<file path="src/rtl/fetch_pkg.sv">
// Shared constants, entry layout and sizing helper for the instruction-fetch front end.
package fetch_pkg;

  // Instruction memory is word addressed, so sequential fetch steps the PC by one.
  localparam int PC_INC = 1;

  // Queue entry layout for the default RV32 configuration.
  typedef struct packed {
    logic [31:0] pc;
    logic [31:0] instr;
  } fetchEntry_t;

  function automatic int countWidth(input int depth);
    return $clog2(depth) + 1;
  endfunction

endpackage

</file>
<file path="src/rtl/fetch_fifo.sv">
// Prefetch queue: synchronous FIFO with flush and a registered head that holds its last value when empty.
module fetch_fifo
  import fetch_pkg::*;
#(
  parameter int DEPTH = 4,
  parameter int WIDTH = 64
) (
  input  logic                         clock,
  input  logic                         clear,
  input  logic                         push,
  input  logic [WIDTH-1:0]             pushData,
  input  logic                         pop,
  input  logic                         flush,
  output logic [countWidth(DEPTH)-1:0] count,
  output logic                         headValid,
  output logic [WIDTH-1:0]             headData
);

  localparam int PW = $clog2(DEPTH);
  localparam int CW = countWidth(DEPTH);

  logic [WIDTH-1:0] mem [DEPTH];
  logic [PW-1:0]    wrPtr;
  logic [PW-1:0]    rdPtr;
  logic [PW-1:0]    nextRdPtr;
  logic [CW-1:0]    remaining;
  logic [CW-1:0]    nextCount;
  logic             doPush;
  logic             doPop;

  always_comb begin
    doPop     = pop && (count != '0) && !flush;
    doPush    = push && !flush;
    nextRdPtr = rdPtr + PW'(doPop);
    remaining = count - CW'(doPop);
    nextCount = remaining + CW'(doPush);
  end

  assign headValid = (count != '0);

  always_ff @(posedge clock) begin
    if (doPush) mem[wrPtr] <= pushData;
  end

  // The head register is reloaded from storage, or from the incoming word when the queue drains to it.
  always_ff @(posedge clock or negedge clear) begin
    if (!clear) begin
      wrPtr    <= '0;
      rdPtr    <= '0;
      count    <= '0;
      headData <= '0;
    end else if (flush) begin
      wrPtr <= '0;
      rdPtr <= '0;
      count <= '0;
    end else begin
      if (doPush) wrPtr <= wrPtr + PW'(1);
      rdPtr <= nextRdPtr;
      count <= nextCount;
      if (remaining != '0) headData <= mem[nextRdPtr];
      else if (doPush)     headData <= pushData;
    end
  end

endmodule

</file>
<file path="src/rtl/fetch_unit.sv">
// Instruction-fetch front end: PC, one-deep in-flight tracking, credit-based issue, prefetch queue.
module fetch_unit
  import fetch_pkg::*;
#(
  parameter int               XLEN     = 32,
  parameter int               ADDR_W   = 8,
  parameter int               DEPTH    = 4,
  parameter logic [XLEN-1:0]  RESET_PC = '0
) (
  input  logic                     clock,
  input  logic                     clear,
  output logic [ADDR_W-1:0]        imem_addr,
  output logic                     imem_req,
  input  logic [XLEN-1:0]          imem_data,
  input  logic                     redirect_valid,
  input  logic [XLEN-1:0]          redirect_pc,
  input  logic                     id_ready,
  output logic                     id_valid,
  output logic [XLEN-1:0]          id_pc,
  output logic [XLEN-1:0]          id_instr,
  output logic [XLEN-1:0]          id_next_pc,
  output logic [$clog2(DEPTH):0]   q_count
);

  localparam int CW = countWidth(DEPTH);
  localparam int DW = CW + 1;

  typedef struct packed {
    logic [XLEN-1:0] pc;
    logic [XLEN-1:0] instr;
  } entry_t;

  logic [XLEN-1:0] fetchPc;
  logic [XLEN-1:0] inflightPc;
  logic            inflight;
  logic            headSeen;
  logic            pop;
  logic            push;
  logic [DW-1:0]   demand;
  entry_t          pushEntry;
  entry_t          headEntry;

  // Handshake: the head entry transfers to decode on any cycle where id_valid and id_ready are
  // both high; id_valid never depends on id_ready, and a redirect in the same cycle cancels it.
  assign pop  = id_valid && id_ready;
  assign push = inflight && !redirect_valid;

  // Credit: queued plus in-flight entries after this cycle's pop must leave room for one more.
  assign demand   = DW'(q_count) + DW'(inflight) - DW'(pop);
  assign imem_req = clear && !redirect_valid && (demand < DW'(DEPTH));

  assign imem_addr = fetchPc[ADDR_W-1:0];

  always_ff @(posedge clock or negedge clear) begin
    if (!clear) begin
      fetchPc    <= RESET_PC;
      inflight   <= 1'b0;
      inflightPc <= '0;
      headSeen   <= 1'b0;
    end else begin
      headSeen <= headSeen || id_valid;
      if (redirect_valid) begin
        fetchPc  <= redirect_pc;
        inflight <= 1'b0;
      end else if (imem_req) begin
        fetchPc    <= fetchPc + XLEN'(PC_INC);
        inflight   <= 1'b1;
        inflightPc <= fetchPc;
      end else begin
        inflight <= 1'b0;
      end
    end
  end

  assign pushEntry = {inflightPc, imem_data};

  fetch_fifo #(
    .DEPTH (DEPTH),
    .WIDTH (2 * XLEN)
  ) u_fifo (
    .clock     (clock),
    .clear     (clear),
    .push      (push),
    .pushData  (pushEntry),
    .pop       (pop),
    .flush     (redirect_valid),
    .count     (q_count),
    .headValid (id_valid),
    .headData  (headEntry)
  );

  assign id_pc    = headEntry.pc;
  assign id_instr = headEntry.instr;
  // Stays zero until a first instruction has reached the head, matching the reset value.
  assign id_next_pc = (headSeen || id_valid) ? id_pc + XLEN'(PC_INC) : '0;

endmodule

</file>
<file path="config.mk">
export PLATFORM = sky130hd
export DESIGN_NAME = fetch_unit
export DESIGN_NICKNAME = d
export VERILOG_FILES = /design/src/rtl/fetch_pkg.sv /design/src/rtl/fetch_fifo.sv /design/src/rtl/fetch_unit.sv
export SDC_FILE = /design/constraint.sdc
export NUM_CORES = 1
export LEC_CHECK = 0
export CAP_MARGIN = 15
export CORE_ASPECT_RATIO = 1.25
export CORE_MARGIN = 5
export CORE_UTILIZATION = 40
export CTS_BUF_LIST = sky130_fd_sc_hd__clkbuf_4 sky130_fd_sc_hd__clkbuf_8 sky130_fd_sc_hd__clkbuf_16
export DETAILED_ROUTE_END_ITERATION = 12
export SLEW_MARGIN = 10
export SYNTH_ARGS = -nofsm -noshare
export SYNTH_HDL_FRONTEND = slang
export SYNTH_SLANG_ARGS = --single-unit
</file>
<file path="constraint.sdc">
create_clock -name clock -period 3.8 [get_ports clock]
set_clock_uncertainty 0.15 [all_clocks]
set_input_delay 0.38 -clock clock [delete_from_list [all_inputs] [get_ports clock]]
set_output_delay 0.38 -clock clock [all_outputs]
set_load 0.01 [all_outputs]
</file>
==> metrics.txt <==
run status=complete, no violations; post-DR wirelength/cell=approximately 21 µm; Buf/Inv on CP=2; Setup Viol. Count Final=0; Die W=191.8 µm; Post-Syn Instances=approximately 1.1k; commonest non-fill, non-tap cells in the layout=256 x edfxtp_1, 173 x clkdlybuf4s50_1, 144 x nand2_1, 137 x dfrtp_1, 77 x inv_1; final setup TNS=0 ps; relative slew slack=~40%; drt first pass iters=7; CP max-delay cell=clkdlybuf4s50_1; max-cap violations=0; Die ar.=45500 µm²; Tightest Pin Transition=906.6 ps; sequential-to-total area share from yosys stat=about two thirds; port buffer count=roughly 180; initial drt markers=about 800; Crit path largest cell delay=about 580 ps; syn_nets=around 1.2k; HPWL Detailed=approximately 25 mm; reg-to-reg slack, setup=roughly 510 ps; initial core utilization=40.28%; number of global-route vias before repair=around 11k; Lkg Pwr=between 7 and 8 nW; Worst setup SP type=flip-flop; TritonCTS Sinks=between 300 and 400; CTS clk-pin slew, worst paths=approximately 60 ps; Routability Congestion=a little under 0.8; Fillers=roughly 3.5k; crit-path leading delay family=simple AND/OR/NAND/NOR gates; Worst setup EP type=output pin; library cells used by synthesis=50; Clock Path Buffers=3; Synth Warn #=0; min cycle time layout=about 3500 ps; f_max=0.2824 GHz; Remaining DRCs=0; post-synthesis register bit count=roughly 390; Layout Nets=around 1.4k; Setup CP Type=flip-flop to output pin; Power Total=15.02 mW; count of pins over their slew limit=0; grt total ovfl=0; final hold violation count=0; vias per cell=5.378; Routed WL=roughly 40 mm; die height=between 200 and 250 µm; critical path peak fanout=7; layout cells sized above 1=around 16%; period utilization=93.17%; Total GRT Usage=about 17%; RSZ-0062 raised after global routing=no; Post-synth EDFFs=between 200 and 300; pwr dens=732.1 nW/µm²; synth-to-layout area growth=24.19%; Peak VDD IR=between 0.0005 and 0.0006 V; top-level I/O count=177; Routed Antenna Nets=0; H-tree depth=2; clock root cell=clkbuf_16; Synth Area per Inst=15.01 µm²; worst path cell trace=nand4_1 -> nor3_1 -> buf_4 -> nand3_1 -> or3_1 -> a21oi_1 -> clkdlybuf4s50_1; most common cell after layout, fill and taps aside=edfxtp_1; initial antenna violation count=0; clk_lat worst skew=roughly 530 ps; # diodes=0; via count=10.08k; required time of the critical path=roughly 3300 ps; HP Class=primary input to async pin; largest net degree at the start of global routing=69; CP Data Arrival Time=~3000 ps; TritonCTS clock tree=yes; Rows=83; Num CTS Buffers=41; Post-synth ARST share=between 30% and 40%; Core ar.=~41000 µm²; first-pass GRT wire length=approximately 63 mm; mapped cell area=16520 µm²; main flop type after synthesis=edfxtp_1
area by class of cell:
cell class                 instances  area (µm²)  area share, %
multi-input combinational        562        4868          23.73
timing repair buffer             217        2208          10.76
inverter                          79       296.5          1.445
clock buffer                      56        1176          5.732
sequential                       393       11120          54.17
tap                              552       690.7          3.366
clock inverter                    16       162.7         0.7927
metal layers:
layer / track usage, % / routed length [µm] / vias to the layer above
li1: - / - / 4562
met1: 22.25 / 15900 / 5155
met2: 31.02 / 20470 / 315
met3: 3.011 / 2357 / 51
met4: 4.354 / 834 / 0
met5: 0 / 0 / -
Yosys cell counts, drive strengths merged (2+ instances only):
library cell / instances / area (µm²)
a2111oi: 18 / 351.6
clkbuf: 41 / 153.9
o21ai: 34 / 170.2
a31oi: 6 / 37.54
a222oi: 60 / 600.6
nor2: 44 / 165.2
nor4: 2 / 18.77
nor3: 6 / 30.03
nand3: 25 / 125.1
a211oi: 4 / 30.03
or3: 7 / 43.79
and3: 8 / 50.05
nand2: 144 / 540.5
or2: 4 / 25.02
a21oi: 2 / 10.01
and2: 10 / 62.56
or4: 2 / 18.77
xor2: 25 / 219.0
mux2i: 7 / 70.07
and4: 6 / 52.55
nor2b: 7 / 43.79
edfxtp: 256 / 7687
buf: 26 / 162.7
o211ai: 2 / 15.01
nand4: 18 / 112.6
inv: 78 / 292.8
mux4: 64 / 1441
dfrtp: 137 / 3428
mux2: 4 / 45.04
ha: 14 / 175.2
xnor2: 30 / 262.8
cell families after synthesis:
| kind of cell | after synthesis | synth area share, % |
|---|---|---|
| flip-flops | 393 | 67.28 |
| multiplexers | 75 | 9.421 |
| adder cells (fa/ha/maj) | 14 | 1.060 |
| AND/OR/NAND/NOR | 286 | 7.936 |
| buffers and inverters | 146 | 3.711 |
| AO/OA/AOI/OAI | 132 | 7.679 |
| XOR/XNOR | 55 | 2.916 |
registers in the layout, summed over array words and instances (netlist names):
| signal | cells |
|---|---|
| headSeen | 1 |
| u_fifo.count | 3 |
| u_fifo.wrPtr | 2 |
| inflightPc | 32 |
| inflight | 1 |
| u_fifo.rdPtr | 2 |
| u_fifo.mem | 256 |
| fetchPc | 32 |
| u_fifo.headData | 64 |
final timing paths:
path | start | end | cells after the start
worst min register to register | headSeen | headSeen | 2
max in group asynchronous | clear | u_fifo.headData[42] | 4
worst min-delay path | clear | fetchPc[0] | 2
min in group clock | redirect_valid | fetchPc[31] | 4
worst max register to register | u_fifo.count[1] | u_fifo.headData[50] | 12
worst max-delay path | u_fifo.headData[40] | id_next_pc[31] | 7
where the power goes:
group / switching, mW / leakage [nW] / internal (mW)
combinational: 2.44 / 2.82 / 2.42
clock: 1.58 / 0.673 / 2.37
sequential: 0.754 / 4.02 / 5.47
through the flow:
stage | setup slack, ps | instance area (µm²) | util, % | hold slack [ps] | instances
2_1_floorplan | 543.8 | 16520 | - | -65.59 | 1101
3_3_place_gp | 361.5 | 19160 | 46.71 | 184.0 | 1801
3_5_place_dp | 333.2 | 19160 | 46.71 | 183.1 | 1801
4_1_cts | 38.47 | 20520 | 50.01 | 191.4 | 1875
5_1_grt | 47.09 | 20520 | 50.02 | 216.4 | 1875
6_report | 259.5 | 20520 | 50.02 | 194.7 | 1875
timing repair:
action / in CTS / in global routing
hold buffers: 1 / 0
buffers inserted: 1 / 0
gates resized for setup: 0 / 1
setup endpoints to repair: 1 / 1
hold endpoints to repair: 39 / 0
Note: power is estimated with default switching activity, not from simulation.
